--- src/rtl/rf_write_arbiter.sv ---
// Round-robin arbiter for the single register-file write port, with a post-reset zero-fill sweep.
// Optional perf counters are enabled with `define RF_ARB_PERF_COUNT_EN.

module rf_arb_lane #(
  parameter int AW = 5,
  parameter int DW = 32
) (
  input  logic          gnt,
  input  logic [AW-1:0] addr,
  input  logic [DW-1:0] data,
  output logic [AW-1:0] sel_addr,
  output logic [DW-1:0] sel_data
);
  // AND-OR mux leg: an ungranted lane contributes zero to the write mux.
  assign sel_addr = addr & {AW{gnt}};
  assign sel_data = data & {DW{gnt}};
endmodule

module rf_write_arbiter #(
  parameter int NUM_REQ    = 4,
  parameter int ADDR_WIDTH = 5,
  parameter int DATA_WIDTH = 32
) (
  input  logic                           clock,
  input  logic                           reset_n,
  input  logic [NUM_REQ-1:0]             req_valid,
  input  logic [NUM_REQ*ADDR_WIDTH-1:0]  req_addr,
  input  logic [NUM_REQ*DATA_WIDTH-1:0]  req_data,
  output logic [NUM_REQ-1:0]             req_ready,
  output logic                           rf_wen,
  output logic [ADDR_WIDTH-1:0]          rf_waddr,
  output logic [DATA_WIDTH-1:0]          rf_wdata,
`ifdef RF_ARB_PERF_COUNT_EN
  output logic [31:0]                    perf_grant_cnt,
  output logic [31:0]                    perf_conflict_cnt,
`endif
  output logic                           init_done
);
  localparam int PTR_W = $clog2(NUM_REQ);

  typedef enum logic {INIT, RUN} state_t;

  state_t                                 state;
  logic [ADDR_WIDTH-1:0]                  cnt;
  logic [PTR_W-1:0]                       ptr, gnt_idx, next_ptr, idx_w;
  logic [NUM_REQ-1:0]                     grant;
  logic                                   xfer;
  int                                     idx;
  logic [NUM_REQ-1:0][ADDR_WIDTH-1:0]     lane_addr;
  logic [NUM_REQ-1:0][DATA_WIDTH-1:0]     lane_data;
  logic [ADDR_WIDTH-1:0]                  mux_addr;
  logic [DATA_WIDTH-1:0]                  mux_data;

  // Rotating search from ptr; only req_valid, ptr and state feed the grant.
  always_comb begin
    grant   = '0;
    gnt_idx = '0;
    xfer    = 1'b0;
    idx     = 0;
    idx_w   = '0;
    if (state == RUN) begin
      for (int k = 0; k < NUM_REQ; k++) begin
        idx = int'(ptr) + k;
        if (idx >= NUM_REQ) idx = idx - NUM_REQ;
        idx_w = PTR_W'(idx);
        if (!xfer && req_valid[idx_w]) begin
          xfer         = 1'b1;
          grant[idx_w] = 1'b1;
          gnt_idx      = idx_w;
        end
      end
    end
  end

  assign req_ready = grant;
  assign next_ptr  = (gnt_idx == PTR_W'(NUM_REQ - 1)) ? '0 : gnt_idx + PTR_W'(1);

  for (genvar i = 0; i < NUM_REQ; i++) begin : g_lane
    rf_arb_lane #(.AW(ADDR_WIDTH), .DW(DATA_WIDTH)) u_lane (
      .gnt      (grant[i]),
      .addr     (req_addr[i*ADDR_WIDTH +: ADDR_WIDTH]),
      .data     (req_data[i*DATA_WIDTH +: DATA_WIDTH]),
      .sel_addr (lane_addr[i]),
      .sel_data (lane_data[i])
    );
  end

  always_comb begin
    mux_addr = '0;
    mux_data = '0;
    for (int i = 0; i < NUM_REQ; i++) begin
      mux_addr = mux_addr | lane_addr[i];
      mux_data = mux_data | lane_data[i];
    end
  end

  always_ff @(posedge clock or negedge reset_n) begin
    if (!reset_n) begin
      state     <= INIT;
      cnt       <= '0;
      ptr       <= '0;
      rf_wen    <= 1'b0;
      rf_waddr  <= '0;
      rf_wdata  <= '0;
      init_done <= 1'b0;
    end else begin
      case (state)
        INIT: begin
          rf_wen   <= 1'b1;
          rf_waddr <= cnt;
          rf_wdata <= '0;
          cnt      <= cnt + ADDR_WIDTH'(1);
          if (cnt == '1) begin
            state     <= RUN;
            init_done <= 1'b1;
          end
        end
        RUN: begin
          // x0 writes still handshake but never reach the array.
          rf_wen <= xfer && (mux_addr != '0);
          if (xfer) begin
            rf_waddr <= mux_addr;
            rf_wdata <= mux_data;
            ptr      <= next_ptr;
          end
        end
        default: state <= INIT;
      endcase
    end
  end

`ifdef RF_ARB_PERF_COUNT_EN
  logic multi_valid;
  assign multi_valid = |(req_valid & (req_valid - NUM_REQ'(1)));

  always_ff @(posedge clock or negedge reset_n) begin
    if (!reset_n) begin
      perf_grant_cnt    <= '0;
      perf_conflict_cnt <= '0;
    end else if (state == RUN) begin
      if (xfer && perf_grant_cnt != '1)
        perf_grant_cnt <= perf_grant_cnt + 32'd1;
      if (multi_valid && perf_conflict_cnt != '1)
        perf_conflict_cnt <= perf_conflict_cnt + 32'd1;
    end
  end
`endif

endmodule

--- config.mk ---
export PLATFORM = sky130hd
export DESIGN_NAME = rf_write_arbiter
export DESIGN_NICKNAME = d
export VERILOG_FILES = /design/src/rtl/rf_write_arbiter.sv
export SDC_FILE = /design/constraint.sdc
export NUM_CORES = 1
export LEC_CHECK = 0
export BUFFER_PORTS_ARGS = -buffer_cell sky130_fd_sc_hd__buf_2
export CAP_MARGIN = 30
export CORE_ASPECT_RATIO = 0.9
export CORE_MARGIN = 3
export CORE_UTILIZATION = 44
export DETAILED_ROUTE_END_ITERATION = 10
export PLACE_DENSITY = 0.93
export RECOVER_POWER = 100
export SKIP_CTS_REPAIR_TIMING = 1
export SLEW_MARGIN = 15
export SYNTH_ARGS = -nofsm -noshare
export SYNTH_HDL_FRONTEND = slang
export SYNTH_SLANG_ARGS = --single-unit
--- constraint.sdc ---
create_clock -name clock -period 4.3 [get_ports clock]
set_input_delay 0.215 -clock clock [delete_from_list [all_inputs] [get_ports clock]]
set_output_delay 0.215 -clock clock [all_outputs]
set_load 0.02 [all_outputs]
; After elaboration in Yosys (flattened, before gate mapping)
; Index checks and enable logic that the tools add are counted.
[totals]
regBits = 47
latchBits = 0
mem_bits_rw = 0
mem_bits_ro = 0
in_bits = 154
out_inout_bits = 43
elab_cells = 116
mem_count = 0
[classes]
add_sub_neg = 9
mul = 0
div = 0
magnitude_cmp = 12
eq_ne = 3
n_shift = 0
n_mux = 53
n_bitwise = 18
reduce_logical = 14
[ops]
columns = cell, count
row1 = $and 32x32->32, 4
row2 = $or 32x32->32, 3
row3 = $pmux 32 s2, 1
row4 = $mux 32, 1
row5 = $mux 4, 8
row6 = $mux 2, 14
row7 = $and 5x5->5, 4
row8 = $mux 1, 18
row9 = $or 5x5->5, 3
row10 = $lt 2x3->1 const B, 4
row11 = $or 4x4->4, 3
row12 = $pmux 5 s2, 1
row13 = $ge 3x3->1 const B, 3
row14 = $bmux 1 s2, 4
row15 = $demux 1 s2, 4
row16 = $ge 2x1->1 const B, 4
row17 = $logic_and 1x1->1, 8
row18 = $sub 2x1->2 const B, 4
row19 = $add 2x2->3 const B, 2
row20 = $add 5x1->5 const B, 1
row21 = $eq 5x5->1 const B, 1
row22 = $mux 5, 1
row23 = $reduce_bool 5->1, 1
row24 = $reduce_and 2->1, 2
row25 = other kinds (8), 10

; Depth between registers and ports, before layout
; Gate-level depths: netlist of run 1.
[logic_depth]
depth_word = 26
mapped_depth = 13
ltp_nobuf = 9

; Modules after synthesis
; Synthesis of run 1 repeated with hierarchy kept, for this count alone.
[unflattened]
cells_unflattened = 413
hier_area_um2 = 3888.7
[modules_own_cells]
columns = module, instances, cells_each, area_each_um2, seq_area_each_um2
row1 = rf_write_arbiter, 1, 253, 2717.6, 1176.1
row2 = rf_arb_lane, 4, 40, 292.8, 0.0

; Worst setup path after synthesis of run 1
; Ideal clock, no wire load.
[synth_timing]
path_type = register -> output
from = register ptr[0]
to = output req_ready[1]
arrival_ns = 3.057
t_required_ns = 4.085
setup_slack_ns = 1.028
path_stages_with_launch = 13
n_path_buf = 6
cell_sequence = dfrtp_1 -> buf_6 -> buf_6 -> inv_1 -> ha_1 -> buf_6 -> mux4_2 -> or4b_1 -> a221oi_2 -> a31o_1 -> buf_6 -> buf_12 -> buf_4
[synth_via]
elab_chain_cells = 19
word_cells_on_any_way = 70
cone_classes = add/sub (7) / order compare (12) / mux (38) / bitwise (3) / reduce/logical (10)
[synth_rtl]
columns = element, line
row1 = "start, declared", 45  ; logic [PTR_W-1:0] ptr, gnt_idx, next_ptr, idx_w;
row2 = "start signal, assigned", 124  ; ptr <= next_ptr;
row3 = "parallel branches: the longest is 17 deep, another holds $add 2x1->3", n/a
row4 = $mux 4 (*), 66  ; if (!xfer && req_valid[idx_w]) begin
row5 = $mux 4 (*), 61  ; if (state == RUN) begin
row6 = "end, declared", 29  ; output logic [NUM_REQ-1:0] req_ready,
; Every way passes the cells marked *. The select of a mux whose other input is x is not followed.

; Final worst setup path of run 1
[layout_timing]
from = register ptr[1]
to = output req_ready[2]
; Same word-level chain as after synthesis.

==> metrics.cfg, run 1 <==
[clocking]
cts_sinks=47
cts_root_buffer=clkbuf_8
cts.reportedPaths.clkPinSlew_ns=0.09
cts_tree=built
h-tree-depth=2
clk_latency_ns=0.29
cts_buffer_depth=2
numCtsBuffers=5

[power]
total_power_uw=3345
p_leak_uw=0.001920
ir_worst_vdd_mv=0.3472
power_density_mw_per_mm2=820.0

[place]
dpl-instance-area_mm2=0.004094
dp_hpwl_um=8954
place.gp.congestion=1.000
place.port_buffers=196

[timing]
max_freq_mhz=257.3
finalSetupTns_ns=0
min_period_ns=3.886
hold_viol=0
slew_headroom_pct=-10.60
final-max-slew-violation-count=31
worst_pin_slew_ns=1.659
setup_viol=0
fin_crit_sh_pct=90.37
fin_worst_skew_ns=0.004412
rsz0062_at_grt=false

[die]
start_util_pct=46.67
core_mm2=0.006761
fp-row-count=28
die-area_mm2=0.008225
die_w_um=95.27
ios=197
fp.dieH_um=86.34

[detailed_routing]
via_per_inst=6.281
wire_per_inst_um=19.50
vias=3624
drtAntennaViolNets=0
routed_wl_um=11250
drc=0
drt-initial-drc-count=438
dr.pass1.iters=8

[critical_path]
critPathRequiredTime_ns=4.09
path_class=reg -> out
r2r-start=ptr[1]
worstSetupStartpoint=ptr[1]
critPathLaunchType=flip-flop
cp_max_fo=10
end_kind=output port
arrival_ns=3.67

[logic_synthesis]
ys_seq_area_share_pct=37.27
synth_cell_types=54
synth_area_mm2=0.003156
avgSynthCellArea_um2=10.31
synth_cells=306
synth_ff_type=dfrtp_1
async_reset_ff_share_pct=100.0
synth-edff-count=0
syn-num-nets=468
synth_seq_cells=47
yosysWarnings=0

[global_routing]
grt_pass1_wl_um=16970
grt_max_degree=34
grt_util_all_layers_pct=26.27
antenna_found_initial=0
grt_pass1_vias=3497
globalRoute.totalOverflow=0

[run_status]
violations=max-capacitance violations, max-slew violations
status=finished with violations

[hold_path]
hold_start=req_data[74]
hold_path.class=in -> reg

[finish]
final_common_cell=buf_2
mostFrequentLayoutCells=buf_2 (154), nand2_1 (49), dfrtp_1 (47), clkbuf_1 (45), a222oi_1 (37)
utilization_pct=60.33
nets=648
drive_gt1_share_pct=39.84
syn2layout_area_growth_pct=29.26
antenna_cells=0
fin_area_mm2=0.004079

[run]
maxCapViolations=1

cell usage after synthesis (5+ instances only):
cell type  count  area (um2)
a21oi_1        9       45.04
buf_4          8       60.06
nand2_1       49       183.9
clkbuf_1      12       45.04
buf_6          7       78.83
o21ai_0        5       25.02
a221o_1        6       60.06
a22oi_1       18       135.1
nor2_1         7       26.28
a222oi_1      37       370.4
ha_1           8       100.1
a22oi_2       21       262.8
dfrtp_1       47        1176
inv_1          7       26.28
kinds of logic after synthesis:
kind of cell / synth area share [%]
flops: 37.27
simple gates: 12.77
xor+xnor: 1.110
fa+ha+maj: 3.172
mux: 2.141
compound gates: 34.85
buf+inv: 8.684
layout make-up:
| type | instances | area, um2 |
|---|---|---|
| Fill cell | 603 | 2683 |
| Multi-Input combinational cell | 218 | 1680 |
| Sequential cell | 47 | 1176 |
| Timing Repair Buffer | 207 | 1002 |
| Tap cell | 90 | 112.6 |
| Clock buffer | 7 | 76.32 |
| Inverter | 7 | 26.28 |
| Clock inverter | 1 | 5.005 |
power by group:
group / internal, uW / total (uW) / switching [uW] / leakage, uW
clock network: 115 / 260 / 146 / 0.0000422
registers: 659 / 786 / 127 / 0.000550
logic: 859 / 2300 / 1440 / 0.00133
total: 1630 / 3340 / 1710 / 0.00192
worst max-delay path, stage by stage, from the launching register on:
cell and delay [ns]:
dfrtp_1 0.53, inv_1 0.16, ha_1 0.45, mux4_2 0.64, or4b_1 0.51, a221oi_2 0.45
a31o_1 0.38, buf_2 0.25
through the flow:
step | setup slack (ns) | hold WS, ns | std cells
global placement | 0.7967 | 0.4340 | 566
floorplan | 1.028 | -0.08059 | 306
finish | 0.4140 | 0.1339 | 577
detailed placement | 0.6903 | 0.1911 | 568
CTS | 0.5375 | -0.1334 | 576
global route | 0.2648 | 0.1338 | 577
worst paths after layout:
path                           endpoint  slack (ns)  depth (start not counted)
setup / recovery           req_ready[2]        0.41                          7
hold / removal             rf_wdata[10]        0.13                          3
setup reg to reg            rf_wdata[5]        0.50                          9
hold reg to reg            rf_wdata[22]        0.50                          2
max in group asynchronous   rf_waddr[4]        1.62                          3
min in group asynchronous        ptr[1]        0.62                          2
sequential cells by signal, summed over array words and instances (netlist names):
register,flops
rf_wdata,32
rf_waddr,5
init_done,1
ptr,2
cnt,5
rf_wen,1
state,1
per-layer routing:
metal	part of all wire [%]	track usage, %
met1	35	33.87
met2	50	43.42
met3	11	5.469
met4	3.6	9.699
met5	0	0
Note: power is estimated with default switching activity, not from simulation.
==> inputs of run 2 (changes only) <==
--- a/config.mk
+++ b/config.mk
@@ -5,13 +5,14 @@
 export SDC_FILE = /design/constraint.sdc
 export NUM_CORES = 1
 export LEC_CHECK = 0
+export ABC_AREA = 1
 export BUFFER_PORTS_ARGS = -buffer_cell sky130_fd_sc_hd__buf_2
 export CAP_MARGIN = 30
 export CORE_ASPECT_RATIO = 0.9
 export CORE_MARGIN = 3
-export CORE_UTILIZATION = 44
+export CORE_UTILIZATION = 43
 export DETAILED_ROUTE_END_ITERATION = 10
-export PLACE_DENSITY = 0.93
+export PLACE_DENSITY = 0.92
 export RECOVER_POWER = 100
 export SKIP_CTS_REPAIR_TIMING = 1
 export SLEW_MARGIN = 15
==> run 2 against run 1 <==
Against the previous run: the run ends with max-capacitance violations left; wire length decreased by 3.2%; maximum frequency grew 3.8%; sequential power increased by 2%; count of clock-buffer cells in the layout shrank 1; via count increased by 5.6%; sequential share of layout area shrank 0.24 points; highest routed layer unchanged.
==> metrics.cfg, run 2 <==
[finish]
syn2layout_area_growth_pct=31.74
final.fill_count=624  ; +3.5%
utilization_pct=60.51  ; +0.19 points
top_regs=rf_wdata x32, cnt x5, rf_waddr x5
final_common_cell=nand2_1
drive_gt1_share_pct=28.41  ; -11 points
nets=798  ; +23%
top_register=rf_wdata
largest_reg_flops=32  ; unchanged
mostFrequentLayoutCells=nand2_1 (219), buf_2 (156), nand3_1 (60), dfrtp_1 (47), clkbuf_1 (41)
antenna_cells=0  ; unchanged

[detailed_routing]
routed_wl_um=10890  ; -3.2%
vias=3827  ; +5.6%
drt-initial-drc-count=214  ; -51%
via_per_inst=5.264  ; -16%
drc=0  ; unchanged
wire_per_inst_um=14.98  ; -23%
dr.pass1.iters=5  ; -3
drtAntennaViolNets=0  ; unchanged

[logic_synthesis]
synth_cells=454  ; +48%
yosysMostFrequentCell=nand2_1
synthTopCellsByArea=dfrtp_1 (38%), nand2_1 (26%), nand3_1 (9.6%)
avgSynthCellArea_um2=6.876  ; -33%
syn-num-nets=616  ; +32%
synth_common_cells=nand2_1 (219), nand3_1 (60), dfrtp_1 (47)
synth_area_mm2=0.003122  ; -1.1%
synth_seq_cells=47  ; unchanged
synth_ff_type=dfrtp_1
yosys.area.top_type_share_pct=37.68  ; +0.40 points
yosysWarnings=0  ; unchanged
synth_cell_types=28  ; -48%
async_reset_ff_share_pct=100.0  ; unchanged
ys_seq_area_share_pct=37.68  ; +0.40 points
synth_area_leader_cell=dfrtp_1
synth-edff-count=0  ; unchanged

[place]
dp_hpwl_um=8433  ; -5.8%
place.gp.congestion=0.9321  ; -6.8%
place.port_buffers=196  ; unchanged
pre_cts_slack_ns=1.321  ; +0.6303 ns

[critical_path]
critPathLaunchType=flip-flop
worst-path-stages=11  ; +4
worstRegToRegCells=14  ; +5
worst-path-buf-inv=4  ; +2
crit_top_cell=inv_1
path_class=reg -> out
cp_slowest_cell=inv_1
path_cells=inv_1 > ha_1 > inv_1 > nand3_1 > nand2_1 > nor2_2 > a21boi_0 > nand3_2 > nand2_1 > inv_1 > buf_2
end_kind=output port
cp_max_fo=33  ; +23
arrival_ns=3.53  ; -0.14 ns
critPathRequiredTime_ns=4.09  ; about the same
crit_family=buffers and inverters
critPathMaxStageDelay_ns=0.81  ; +0.17 ns

[timing]
setup_viol=0  ; unchanged
max_freq_mhz=267.0  ; +3.8%
final.setup.worst_slack_ns=0.5546  ; +0.1406 ns
min_period_ns=3.745  ; -0.1406 ns
worst_pin_slew_ns=1.488  ; -0.1713 ns
slew_headroom_pct=0.7192  ; +11 points
final-max-slew-violation-count=0  ; -100%
rsz0062_at_grt=false
fin_crit_sh_pct=87.10  ; -3.3 points
holdWs_ns=0.1210  ; -0.01292 ns
finalSetupTns_ns=0  ; unchanged
fin_worst_skew_ns=0.01032  ; +0.005906 ns
hold_viol=0  ; unchanged

[clocking]
clk_latency_ns=0.30  ; about the same
cts_root_buffer=clkbuf_8
cts.reportedPaths.clkPinSlew_ns=0.09  ; about the same
cts_buffer_depth=2  ; unchanged
numCtsBuffers=5  ; unchanged
cts_tree=built
h-tree-depth=2  ; unchanged
cts_sinks=47  ; unchanged

[global_routing]
grt_pass1_wl_um=16620  ; -2.1%
antenna_found_initial=0  ; unchanged
globalRoute.totalOverflow=0  ; unchanged
grt_pass1_vias=3643  ; +4.2%
grt_util_all_layers_pct=25.44  ; -0.83 points
grt_max_degree=38  ; +12%

[run_status]
status=finished with violations
violations=max-capacitance violations

[die]
ios=197  ; unchanged
die-area_mm2=0.008320  ; +1.1%
core_mm2=0.006797  ; +0.52%
start_util_pct=45.93  ; -0.74 points
fp-row-count=28  ; unchanged
fp.dieH_um=86.83  ; +0.57%
die_w_um=95.82  ; +0.58%

[run]
maxCapViolations=1  ; unchanged

[power]
ir_worst_vdd_mv=0.4587  ; +32%
power_density_mw_per_mm2=899.6  ; +9.7%
p_leak_uw=0.002285  ; +19%
total_power_uw=3700  ; +11%

[hold_path]
hold_path.class=in -> reg
hold_depth=3  ; unchanged

==> run 2: cell types whose count changed after synthesis, moves of 5 or more <==
cell / change
nand2_1: +170
nand3_1: +56
a222oi_1: -37
a21oi_1: +24
a22oi_2: -21
a22oi_1: -14
clkbuf_1: -9
a221o_1: -6
inv_2: +5
==> run 2: routing by layer <==
metal	wire, um	share of wire (%)	track usage (%)
met5	0	0	0
met4	265	2.4	8.527
met3	859	7.9	4.688
met2	5675	52	44.89
met1	4090	38	31.01
==> run 2: worst paths after layout <==
| kind | from | endpoint | slack (ns) |
|---|---|---|---|
| worst max-delay path | ptr[1] | req_ready[3] | 0.55 |
| min in group asynchronous | reset_n | rf_wdata[10] | 0.77 |
| max in group asynchronous | reset_n | rf_wdata[22] | 1.73 |
| worst max register to register | ptr[1] | rf_wdata[10] | 0.95 |
| worst min-delay path | req_data[95] | rf_wdata[31] | 0.12 |
| worst min register to register | init_done | init_done | 0.47 |
==> run 2: layout make-up <==
| type | count | area, um2 | area share [%] |
|---|---|---|---|
| sequential | 47 | 1176 | 28.60 |
| multi-input combinational | 368 | 1720 | 41.83 |
| clock buffer | 6 | 82.58 | 2.008 |
| clock inverter | 2 | 16.27 | 0.3955 |
| timing repair buffer | 198 | 944.7 | 22.97 |
| inverter | 16 | 60.06 | 1.460 |
| tap | 90 | 112.6 | 2.738 |
==> run 2: cells by family (layout without fill, tap and decap cells) <==
group | Yosys count | count (layout) | synth area share, %
buffers and inverters | 39 | 222 | 6.974
XOR/XNOR | 5 | 5 | 1.403
flip-flops | 47 | 47 | 37.68
adder cells (fa/ha/maj) | 8 | 8 | 3.207
AND/OR/NAND/NOR | 308 | 308 | 42.24
AO/OA/AOI/OAI | 47 | 47 | 8.497
==> run 2: stage by stage <==
stage               instances  cell area, um2
floorplan                 454            3122
global placement          717            4058
detailed placement        718            4085
CTS                       726            4184
global route              727            4113
finish                    727            4113
==> run 2: where the power goes <==
group          switching (uW)  total, uW  internal (uW)  leakage, uW
Combinational            1820       2610            798      0.00167
Clock                     155        286            132    0.0000474
Sequential                128        800            672     0.000570
==> run 2: worst register-to-register path: stages, from the launching register on <==
cell and delay [ns]:
dfrtp_1 0.51, inv_1 0.20, ha_1 0.40, inv_1 0.10, nand3_1 0.09, nand2_1 0.09, nor2_2 0.30, a21oi_2 0.10
nand3_2 0.13, nand2_1 0.06, inv_1 0.84, nand2_1 0.20, nand2_1 0.14, a21oi_1 0.05, nand3_1 0.09
==> inputs of run 3 (changes only) <==
--- a/config.mk
+++ b/config.mk
@@ -7,7 +7,6 @@
 export LEC_CHECK = 0
 export ABC_AREA = 1
 export BUFFER_PORTS_ARGS = -buffer_cell sky130_fd_sc_hd__buf_2
-export CAP_MARGIN = 30
 export CORE_ASPECT_RATIO = 0.9
 export CORE_MARGIN = 3
 export CORE_UTILIZATION = 43
@@ -15,7 +14,7 @@
 export PLACE_DENSITY = 0.92
 export RECOVER_POWER = 100
 export SKIP_CTS_REPAIR_TIMING = 1
-export SLEW_MARGIN = 15
+export SLEW_MARGIN = 0
 export SYNTH_ARGS = -nofsm -noshare
 export SYNTH_HDL_FRONTEND = slang
 export SYNTH_SLANG_ARGS = --single-unit
==> constraint.sdc (replaced) <==
create_clock -name clock -period 3.7 [get_ports clock]
set_input_delay 0.185 -clock clock [delete_from_list [all_inputs] [get_ports clock]]
set_output_delay 0.185 -clock clock [all_outputs]
set_load 0.02 [all_outputs]
==> run 3 against run 2 <==
Against the previous run: the flow finishes with violations (max-capacitance violations, max-slew violations); global-route usage decreased by 1.6 points; combinational power increased by 13%; sequential share of layout area increased by 0.15 points; cell area decreased by 0.52%; wire length decreased by 6.1%; power increased by 14%; register-to-register slack got worse by 0.22 ns; critical endpoint is now req_ready[1]; largest power group unchanged.
==> metrics.cfg, run 3 (synthesis gave the netlist of run 2 again) <==
[finish]
antenna_cells=0  ; unchanged
final_common_cell=nand2_1
utilization_pct=60.20  ; -0.31 points
top_register=rf_wdata
largest_reg_flops=32  ; unchanged
mostFrequentLayoutCells=nand2_1 (219), buf_2 (152), nand3_1 (61), dfrtp_1 (47), clkbuf_1 (43)
syn2layout_area_growth_pct=31.06
drive_gt1_share_pct=28.19  ; -0.23 points
nets=796  ; -0.25%
final.fill_count=668  ; +7.1%
top_regs=rf_wdata x32, cnt x5, rf_waddr x5

[clocking]
clk_latency_ns=0.30  ; about the same
cts_sinks=47  ; unchanged
cts_buffer_depth=2  ; unchanged
cts.reportedPaths.clkPinSlew_ns=0.09  ; about the same
h-tree-depth=2  ; unchanged
cts_root_buffer=clkbuf_8
numCtsBuffers=5  ; unchanged
cts_tree=built

[critical_path]
end_kind=output port
r2r-start=ptr[1]
worstSetupStartpoint=ptr[1]
critPathRequiredTime_ns=3.51  ; -0.58 ns
cp_max_fo=34  ; +3.0%
critPathLaunchType=flip-flop
path_class=reg -> out
arrival_ns=3.10  ; -0.43 ns

[timing]
holdWs_ns=0.09296  ; -0.02800 ns
max_freq_mhz=304.3
hold_viol=0  ; unchanged
finalSetupTns_ns=0  ; unchanged
fin_worst_skew_ns=0.006493  ; -0.003825 ns
worst_pin_slew_ns=2.533  ; +1.046 ns
setup_viol=0  ; unchanged
rsz0062_at_grt=false
final-max-slew-violation-count=48  ; +48
slew_headroom_pct=-68.87  ; -70 points
fin_crit_sh_pct=88.81
min_period_ns=3.286

[global_routing]
grt_pass1_wl_um=15750  ; -5.2%
globalRoute.totalOverflow=0  ; unchanged
grt_max_degree=48  ; +26%
grt_pass1_vias=3497  ; -4.0%
grt_util_all_layers_pct=23.85  ; -1.6 points
antenna_found_initial=0  ; unchanged

[power]
ir_worst_vdd_mv=0.4834  ; +5.4%
power_density_mw_per_mm2=1027  ; +14%
p_leak_uw=0.002257  ; -1.2%

[detailed_routing]
wire_per_inst_um=14.11  ; -5.8%
dr.pass1.iters=4  ; -1
via_per_inst=5.160  ; -2.0%
drt-initial-drc-count=175  ; -18%
routed_wl_um=10230  ; -6.1%
drc=0  ; unchanged
drtAntennaViolNets=0  ; unchanged
vias=3741  ; -2.2%

[die]
die-area_mm2=0.008320  ; unchanged
fp-row-count=28  ; unchanged
die_w_um=95.82  ; unchanged
start_util_pct=45.93  ; unchanged
fp.dieH_um=86.83  ; unchanged
ios=197  ; unchanged
core_mm2=0.006797  ; unchanged

[run_status]
status=finished with violations
violations=max-capacitance violations, max-slew violations

[hold_path]
hold_start=req_data[65]
hold_path.class=in -> reg

[place]
place.gp.congestion=0.9442  ; +1.3%
place.port_buffers=196  ; unchanged
dp_hpwl_um=7916  ; -6.1%

[run]
maxCapViolations=1  ; unchanged

[run 3: final timing paths]
path	end	slack (ns)	cells after the start
min in group asynchronous	rf_wdata[10]	0.66	1
worst min-delay path	rf_wdata[1]	0.09	3
worst min register to register	init_done	0.47	1
worst max-delay path	req_ready[1]	0.41	11
max in group asynchronous	ptr[1]	1.60	1
worst max register to register	rf_wdata[10]	0.73	14
[run 3: per-layer routing]
layer	GRT usage (%)	wire length, um
met1	29.60	4002
met2	40.85	5272
met3	5.122	721
met4	8.140	231
met5	0	0
[run 3: report_power, final]
part           internal [uW]  switching (uW)  total (uW)
registers                781             149         929
logic                    895            2050        2940
clock network            153             177         330
total                   1830            2370        4200
[run 3: through the flow]
| stage | worst slack, ns | instances | instance area, um2 | power, uW |
|---|---|---|---|---|
| global placement | 0.9515 | 717 | 4058 | 3834 |
| floorplan | 1.407 | 454 | 3122 | 3329 |
| CTS | 0.4577 | 725 | 4156 | 4291 |
| global route | 0.08550 | 725 | 4091 | 4665 |
| detailed placement | 0.8003 | 717 | 4058 | 3960 |
| finish | 0.4142 | 725 | 4091 | 4202 |
[run 3: area by class of cell]
class                   instances  area [um2]  share of cell area [%]
multi-input cells             368        1717                   41.96
repair buffers                196       927.1                   22.66
flip-flops and latches         47        1176                   28.75
inverters                      16       60.06                   1.468
clock inverters                 2       16.27                  0.3976
well taps                      90       112.6                   2.752
clock buffers                   6       82.58                   2.018
[run 3: worst max-delay path, cell delays in order, from the launching register on]
cell	delay, ns
dfrtp_1	0.50
inv_1	0.19
ha_1	0.39
inv_1	0.10
nand3_1	0.09
nand2_1	0.09
nor2_2	0.24
a21oi_1	0.13
nand3_1	0.19
nand2_1	0.09
inv_2	0.51
clkbuf_2	0.29
